### src/rtl/pipeline_hazard_scoreboard.sv
// rtl/pipeline_hazard_scoreboard.sv - per-register RAW/WAW hazard scoreboard with redirect restore
//
// Purpose: tracks, per architectural register, the cycles left until its pending
// result is forwardable to the ID operand read. Issue stalls on RAW hazards, and
// a redirect squashes the youngest KILL_DEPTH issues and restores their counters.
//
// Ports:
//   i_clk, i_rst_n             clock, asynchronous active-low reset
//   i_issue_valid              instruction in ID requests issue
//   i_issue_rs/_rt             source register addresses
//   i_issue_rs_rd/_rt_rd       source actually read
//   i_issue_rd, i_issue_wen    destination register and write enable
//   i_issue_lat                cycles after issue until the result is forwardable
//   i_redirect                 taken branch/jump in EX, squash youngest issues
//   o_stall                    hold IF/ID and PC, bubble into ID/EX
//   o_issue_fire               issue accepted this cycle
//   o_busy_mask                bit r set while register r is pending
//   o_stall_cycles             saturating count of stalled cycles
module pipeline_hazard_scoreboard #(
  parameter int REG_AW     = 5,
  parameter int CNT_W      = 3,
  parameter int KILL_DEPTH = 2,
  parameter int PERF_W     = 16
) (
  input  logic                   i_clk,
  input  logic                   i_rst_n,
  input  logic                   i_issue_valid,
  input  logic [REG_AW-1:0]      i_issue_rs,
  input  logic [REG_AW-1:0]      i_issue_rt,
  input  logic                   i_issue_rs_rd,
  input  logic                   i_issue_rt_rd,
  input  logic [REG_AW-1:0]      i_issue_rd,
  input  logic                   i_issue_wen,
  input  logic [CNT_W-1:0]       i_issue_lat,
  input  logic                   i_redirect,
  output logic                   o_stall,
  output logic                   o_issue_fire,
  output logic [(1<<REG_AW)-1:0] o_busy_mask,
  output logic [PERF_W-1:0]      o_stall_cycles
);

  localparam int NUM_REGS = 1 << REG_AW;
  localparam logic [CNT_W-1:0]  CNT_ONE  = CNT_W'(1);
  localparam logic [PERF_W-1:0] PERF_ONE = PERF_W'(1);

  logic [CNT_W-1:0]      r_cnt     [NUM_REGS];
  logic [KILL_DEPTH-1:0] r_hv;
  logic [REG_AW-1:0]     r_hrd     [KILL_DEPTH];
  logic [CNT_W-1:0]      r_hsaved  [KILL_DEPTH];
  logic [PERF_W-1:0]     r_stall_cycles;

  logic [CNT_W-1:0]      w_cnt_nxt [NUM_REGS];
  logic [CNT_W-1:0]      w_rd_aged;
  logic [NUM_REGS-1:0]   w_busy;
  logic                  w_stall;
  logic                  w_fire;
  logic                  w_wr;

  function automatic logic [CNT_W-1:0] sat_dec(input logic [CNT_W-1:0] v);
    return (v == '0) ? '0 : v - CNT_ONE;
  endfunction

  // cnt[0] is never loaded, so r0 reads can never stall.
  assign w_stall = i_issue_valid & ~i_redirect &
                   ((i_issue_rs_rd & (r_cnt[i_issue_rs] != '0)) |
                    (i_issue_rt_rd & (r_cnt[i_issue_rt] != '0)));
  assign w_fire  = i_issue_valid & ~w_stall & ~i_redirect;
  assign w_wr    = w_fire & i_issue_wen & (i_issue_rd != '0);

  // Destination counter as it would be next cycle without this issue. Used both
  // for the WAW max and as the history snapshot, so a later restore lands on
  // exactly the value the older result would have reached.
  assign w_rd_aged = sat_dec(r_cnt[i_issue_rd]);

  always_comb begin
    for (int r = 0; r < NUM_REGS; r++) begin
      w_cnt_nxt[r] = (r == 0) ? '0 : sat_dec(r_cnt[r]);
    end
    if (i_redirect) begin
      // Youngest first so the oldest entry for a shared rd is applied last.
      for (int k = 0; k < KILL_DEPTH; k++) begin
        if (r_hv[k]) begin
          w_cnt_nxt[r_hrd[k]] = sat_dec(r_hsaved[k]);
        end
      end
    end else if (w_wr) begin
      w_cnt_nxt[i_issue_rd] = (w_rd_aged > i_issue_lat) ? w_rd_aged : i_issue_lat;
    end
  end

  always_comb begin
    w_busy = '0;
    for (int r = 0; r < NUM_REGS; r++) begin
      w_busy[r] = (r_cnt[r] != '0);
    end
  end

  always_ff @(posedge i_clk or negedge i_rst_n) begin
    if (!i_rst_n) begin
      for (int r = 0; r < NUM_REGS; r++) begin
        r_cnt[r] <= '0;
      end
      r_hv <= '0;
      for (int k = 0; k < KILL_DEPTH; k++) begin
        r_hrd[k]    <= '0;
        r_hsaved[k] <= '0;
      end
      r_stall_cycles <= '0;
    end else begin
      for (int r = 0; r < NUM_REGS; r++) begin
        r_cnt[r] <= w_cnt_nxt[r];
      end
      // Index 0 is the youngest entry; snapshots age in step with the counters.
      for (int k = KILL_DEPTH - 1; k > 0; k--) begin
        r_hv[k]     <= r_hv[k-1] & ~i_redirect;
        r_hrd[k]    <= r_hrd[k-1];
        r_hsaved[k] <= sat_dec(r_hsaved[k-1]);
      end
      r_hv[0]     <= w_wr;
      r_hrd[0]    <= i_issue_rd;
      r_hsaved[0] <= w_rd_aged;
      if (w_stall && (r_stall_cycles != '1)) begin
        r_stall_cycles <= r_stall_cycles + PERF_ONE;
      end
    end
  end

  assign o_stall        = w_stall;
  assign o_issue_fire   = w_fire;
  assign o_busy_mask    = w_busy;
  assign o_stall_cycles = r_stall_cycles;

endmodule
### config.mk
export PLATFORM = sky130hd
export DESIGN_NAME = pipeline_hazard_scoreboard
export DESIGN_NICKNAME = d
export VERILOG_FILES = /design/src/rtl/pipeline_hazard_scoreboard.sv
export SDC_FILE = /design/constraint.sdc
export NUM_CORES = 1
export LEC_CHECK = 0
export BUFFER_PORTS_ARGS = -buffer_cell sky130_fd_sc_hd__buf_2
export CELL_PAD_IN_SITES_DETAIL_PLACEMENT = 0
export CELL_PAD_IN_SITES_GLOBAL_PLACEMENT = 2
export CORE_AREA = 4 4 184 186
export DETAILED_ROUTE_END_ITERATION = 10
export DIE_AREA = 0 0 188 190
export GPL_TIMING_DRIVEN = 0
export PLACE_DENSITY_LB_ADDON = 0.2
export SLEW_MARGIN = 20
export SYNTH_ARGS = -nofsm -noshare
export SYNTH_HDL_FRONTEND = slang
export SYNTH_SLANG_ARGS = --single-unit
### constraint.sdc
create_clock -name i_clk -period 4.8 [get_ports i_clk]
set_clock_uncertainty 0.1 [all_clocks]
set_input_delay 0.96 -clock i_clk [delete_from_list [all_inputs] [get_ports i_clk]]
set_output_delay 0.96 -clock i_clk [all_outputs]
set_load 0.02 [all_outputs]
==> results of run 1 <==
-- layout by cell type, fill, tap and decap left out, drive strengths merged, types with 17 or more instances in the layout --
cell type / instances
a211oi: 27
a21oi: 53
a221oi: 19
a311oi: 17
a31oi: 19
and2: 30
buf: 127
clkbuf: 87
dfrtp: 130
ha: 70
inv: 110
mux2i: 39
mux4: 32
nand2: 184
nand3: 92
nor2: 132
nor3: 60
nor4: 21
o211ai: 115
o21ai: 36
o311ai: 42
or2: 27
-- Yosys cell counts (32+ instances only) --
cell type,n,area (µm²)
nand3_1,92,460
mux2i_1,39,390
clkbuf_1,71,267
ha_1,70,876
dfrtp_1,130,3250
mux4_2,32,721
nand2_1,184,691
o21ai_0,36,180
inv_1,109,409
a21oi_1,53,265
o311ai_0,42,368
nor2_1,132,495
nor3_1,60,300
o211ai_1,109,818
-- power by group through the flow --
stage,logic (mW),registers (mW),clock network (mW)
after floorplan,1.84,1.56,0
after global placement,3.10,1.70,0
after detailed placement,3.12,1.71,0
after CTS,3.25,1.69,1.32
after global routing,3.56,1.73,1.37
final,3.39,1.72,1.31
-- final timing paths --
path                                                from                            end  slack (ns)  cells after the start
max                                        i_issue_rd[0]            r_cnt[27]$_DFF_PN0_      -0.006                     17
min                                              i_rst_n            r_cnt[22]$_DFF_PN0_        0.32                      1
min in group i_clk         o_stall_cycles[6]$_DFFE_PN0P_  o_stall_cycles[6]$_DFFE_PN0P_        0.39                      1
max in group asynchronous                        i_rst_n            r_cnt[72]$_DFF_PN0_        3.47                      2
min reg2reg                o_stall_cycles[6]$_DFFE_PN0P_  o_stall_cycles[6]$_DFFE_PN0P_        0.39                      1
max reg2reg                          r_cnt[75]$_DFF_PN0_            r_cnt[27]$_DFF_PN0_        0.35                     15
-- state kept, by name (all words and copies together) (netlist names) --
register / cells
r_hv: 2
o_stall_cycles: 16
r_cnt: 96
r_hrd: 10
r_hsaved: 6
-- layer usage --
layer	vias to the layer above	global-route usage [%]
met4	0	20.9
met1	6746	50.0
met3	215	10.3
met5	-	0
met2	946	57.0
li1	5815	-
-- what timing repair did --
| item | in CTS | in global routing |
|---|---|---|
| gates cloned | 1 | 0 |
| resized for setup | 49 | 22 |
| endpoints found under the setup margin | 95 | 93 |
| buffers inserted | 23 | 3 |
| hold buffers | 0 | 0 |
| hold endpoints to repair | 0 | 0 |
| pin swaps | 12 | 14 |
-- area by class of cell --
class | count | area [µm²] | share of cell area (%)
diodes | 3 | 7.51 | 0.0532
plain buffers | 96 | 503 | 3.56
clock buffers | 19 | 443 | 3.14
clock inverters | 13 | 114 | 0.806
inverters | 111 | 417 | 2.95
multi-input cells | 1159 | 8120 | 57.5
flip-flops and latches | 130 | 3250 | 23.0
well taps | 442 | 553 | 3.92
repair buffers | 100 | 708 | 5.02
-- per-stage QoR --
step / worst slack, ns / util, % / power, mW
after floorplan: -0.315 / - / 3.40
after global placement: -2.15 / 40.4 / 4.81
after detailed placement: -2.16 / 40.6 / 4.83
after CTS: -0.138 / 43.5 / 6.26
after global routing: -0.0724 / 43.7 / 6.66
final: -0.00560 / 43.7 / 6.42
-- cells by family (layout without fill, tap and decap cells) --
family | count (synthesis) | in the layout | synth area share (%)
and+or+nand+nor | 611 | 611 | 24.0
other | 0 | 3 | 0
AOI/OAI and AO/OA | 387 | 387 | 24.0
adders and majority gates | 70 | 70 | 7.27
buffers and inverters | 214 | 339 | 6.94
DFF | 130 | 130 | 27.0
muxes | 77 | 77 | 9.78
xor gates and xnor gates | 14 | 14 | 1.02
==> results.yml, run 1 <==
run_status:
  status: "finished, violations left"
  violations: "setup timing"
final_layout:
  syn_to_final_growth_pct: 17.2
  fill_cells: 3355
  fin_nets: 1710
  drive_gt1_share_pct: 16.2
  final_cell_area_um2: 14100
  fin_cells: 2073
setup_path:
  arrival_ns: 5.04
  critPathMostFrequentCell: "buf_12"
  cpPeakStageDelay_ns: 0.55
  cp.required_ns: 5.04
  cpMaxStageDelayCell: "mux4_2"
  crit_path_start_kind: "primary input"
  critPathKind: "in -> reg"
  worst-path-buf-inv: 5
  crit_chain: "buf_12 > buf_12 > buf_12 > mux4_2 > mux4_2 > mux2i_4 > ha_2 > inv_2 > nor3_4 > nor2_4 > ha_4 > nor2b_4 > o21ai_2 > a32o_2 > o41a_4 > clkbuf_8 > o311ai_0"
  crit_path_end_kind: "register"
  cp_top_family: "multiplexers"
  path_max_fanout: 10
place:
  numPortBuffers: 70
  placed_cells: 2017
  post_dp_cell_area_um2: 13100
  dp_hpwl_um: 49900
  place_congestion: 1.01
logic_synthesis:
  ys_seq_area_share_pct: 27.0
  ys_async_sr_fraction_pct: 100
  ys_warn_count: 0
  ys.flop_type: "dfrtp_1"
  syn_area_um2: 12100
  ys_types: 69
  synth_nets: 1598
  avgSynthCellArea_um2: 8.02
  synth_edf_count: 0
  syn_inst: 1503
  ys_ff_latch: 130
power:
  power_switching_share_pct: 51.3
  p_sw_mw: 3.29
  vdd_ir_drop_max_mv: 0.271
  p_comb_share_pct: 52.8
  p_clk_share_pct: 20.4
  p_leak_nw: 5.62
  seq_power_share_pct: 26.8
  p_int_mw: 3.13
  powerDensity_nw_per_um2: 455
timing:
  final.period_utilization_pct: 100
  setup_violations: 2
  rsz0062_at_grt: "yes"
  period_minus_slack_ns: 4.81
  hold_violations: 0
  max_freq_mhz: 208
  layout_setup_ws_ns: -0.00560
  fin_hold_ws_ns: 0.316
  setup_tns_ns: -0.0101
  drv_slew: 0
  max-slew-margin-rel_pct: 20.3
  tightest_slew_ns: 1.20
cts:
  cts_tree: "built"
  root_buffer: "clkbuf_16"
  path_clk_slew_ns: 0.07
  clockBufferDepth: 2
  htree_levels: 4
  clk_latency_ns: 0.46
  cts_inserted_buffers: 17
  cts.sinks: 130
run:
  drv_cap: 0
hold_path:
  min_path_type: "in -> async"
floorplanning:
  start_util_pct: 37.3
  io_pins: 75
  num_rows: 66
  die_height_um: 190
  dieArea_um2: 35700
  core_area_um2: 32300
  die_x_um: 188
route:
  drc: 0
  drt-met1-wl_um: 27600
  wl_per_cell_um: 33.4
  antenna_left: 0
  drt-pass1-iter-count: 6
  totalWireLength_um: 69200
  vias_per_cell: 6.62
  wl_met2_um: 29800
  drt_iter0_drc: 1547
  top_layer: "met4"
  num_vias: 13700
  met3_length_um: 7510
global_routing:
  grt_pass1_vias: 12800
  antenna_found_initial: 2
  globalRouteOverflowTotal: 0
  grt_start_max_net_pins: 77
  grt_pass1_wl_um: 97100
  grt_usage_pct: 38.1
Note: power is estimated with default switching activity, not from simulation.
==> run 2, diff against run 1 <==
Settings changed: BUFFER_PORTS_ARGS -buffer_cell sky130_fd_sc_hd__buf_2 to default, CORE_AREA 4 4 184 186 to 4 4 230 142, DIE_AREA 0 0 188 190 to 0 0 234 146, DONT_BUFFER_PORTS from default to 1.
==> run 2 against run 1 <==
The run still ends with setup timing left. Non-clock buffer count shrank 37. Via count grew 3.7%. Worst hold slack lost 0.23 ns. Sequential share of layout area shrank 0.58 points. Power grew 9.3%. Critical path depth is the same. Wire length grew 6.5%. Flip-flop and latch count is the same. First-iteration DRC count grew 62%. Design area grew 2.6%. Sequential power grew 3%. Largest cell class unchanged. Largest power group unchanged.
==> results.yml, run 2 (synthesized netlist as in run 1, its figures left out) <==
timing:
  rsz0062_at_grt: "yes"
  tightest_slew_ns: 1.41
  drv_slew: 0
  max_freq_mhz: 198
  setup_tns_ns: -5.75
  setup_violations: 53
  final.period_utilization_pct: 105
  period_minus_slack_ns: 5.04
  layout_setup_ws_ns: -0.243
  hold_violations: 0
  max-slew-margin-rel_pct: 5.70
floorplanning:
  io_pins: 75
  num_rows: 50
  core_area_um2: 30700
  die_height_um: 146
  dieArea_um2: 34200
  start_util_pct: 39.2
  die_x_um: 234
setup_path:
  arrival_ns: 5.31
  crit_path_start_kind: "primary input"
  worst-path-buf-inv: 4
  path_max_fanout: 6
  cpPeakStageDelay_ns: 0.57
  cp_top_family: "multiplexers"
  critPathKind: "in -> reg"
  cpMaxStageDelayCell: "mux4_2"
  cp.required_ns: 5.06
  crit_chain: "buf_16 > buf_12 > buf_12 > mux4_2 > mux4_2 > mux2i_4 > ha_2 > inv_2 > nor3_4 > nor2_2 > ha_1 > nor2b_1 > o21ai_1 > a32o_2 > o41a_4 > or3_4 > o211ai_1"
  crit_path_end_kind: "register"
power:
  vdd_ir_drop_max_mv: 0.278
  powerDensity_nw_per_um2: 485
  power_mw: 7.02
  p_leak_nw: 5.82
final_layout:
  final_cell_mix: "nand2_1 (184), dfrtp_1 (130), nor2_1 (128)"
  largest_reg_flops: 96
  layout_commonest_cell: "nand2_1"
  fin_nets: 1673
  antenna_cells: 0
  top_register: "r_cnt"
  drive_gt1_share_pct: 15.7
  syn_to_final_growth_pct: 20.2
  final_cell_area_um2: 14500
run:
  drv_cap: 0
cts:
  cts_tree: "built"
  cts_hold_buf: 0
  htree_levels: 4
  cts_inserted_buffers: 17
  clockBufferDepth: 2
  root_buffer: "clkbuf_16"
  path_clk_slew_ns: 0.07
  clk_latency_ns: 0.47
  cts.sinks: 130
run_status:
  violations: "setup timing"
  status: "finished, violations left"
route:
  drc: 0
  vias_per_cell: 7.09
  antenna_left: 0
  num_vias: 14200
  drt_iter0_drc: 2509
  totalWireLength_um: 73700
  drt-pass1-iter-count: 9
  wl_per_cell_um: 36.7
place:
  place_congestion: 1.05
  post_dp_cell_area_um2: 12700
  numPortBuffers: 0
  dp_hpwl_um: 52200
global_routing:
  grt_start_max_net_pins: 131
  grt_usage_pct: 41.9
  grt_pass1_vias: 12900
  grt_pass1_wl_um: 101000
  antenna_found_initial: 2
  globalRouteOverflowTotal: 0
hold_path:
  min_path_type: "in -> async"
==> run 2: cell type report <==
type / count / area [µm²]
fillers: 3003 / 16200
multi-input cells: 1159 / 8410
flip-flops and latches: 130 / 3250
repair buffers: 58 / 606
plain buffers: 101 / 606
well taps: 416 / 520
clock buffers: 20 / 467
inverters: 111 / 417
clock inverters: 12 / 203
==> run 2: path summary, 6_finish.rpt <==
kind                                      from  slack, ns  cells past startpoint                             end
min in group i_clk               i_issue_rd[3]       0.41                      0              r_hrd[8]$_DFF_PN0_
setup / recovery                 i_issue_rd[0]      -0.24                     17             r_cnt[12]$_DFF_PN0_
hold reg to reg             r_hrd[5]$_DFF_PN0_       0.52                      0              r_hrd[0]$_DFF_PN0_
hold / removal                         i_rst_n       0.08                      0  o_stall_cycles[11]$_DFFE_PN0P_
max in group asynchronous              i_rst_n       4.20                      0               r_hv[0]$_DFF_PN0_
setup reg to reg           r_cnt[90]$_DFF_PN0_       0.09                     18             r_cnt[12]$_DFF_PN0_
==> run 2: power by group <==
group / internal [mW] / total [mW] / switching (mW) / leakage [nW]
combinational: 1.22 / 3.69 / 2.47 / 3.82
clock: 0.964 / 1.56 / 0.597 / 0.315
sequential: 1.31 / 1.77 / 0.458 / 1.69
==> run 2: what timing repair did <==
action	CTS	global route
pin swaps	12	17
endpoints found under the setup margin	95	93
buffers inserted	52	4
gates resized for setup	75	74
gates cloned	2	2
==> run 2: per-stage QoR <==
stage / instances / util (%) / hold slack (ns) / setup slack, ns
3_5_place_dp: 1920 / 41.3 / 0.493 / -2.39
3_3_place_gp: 1919 / 41.3 / 0.483 / -2.31
4_1_cts: 2005 / 46.0 / 0.0788 / -0.176
6_report: 2007 / 47.2 / 0.0823 / -0.243
5_1_grt: 2007 / 47.2 / 0.0744 / -0.271
2_1_floorplan: 1503 / - / 0.367 / -0.315
==> run 2: layer usage <==
metal,part of all wire [%],wire length (µm),global-route usage [%],vias up
met5,0.016,12,0,-
li1,-,-,-,5750
met1,43,31400,61.7,7031
met4,3.9,2860,13.7,2
met3,17,12400,20.3,194
met2,37,27000,52.3,1251
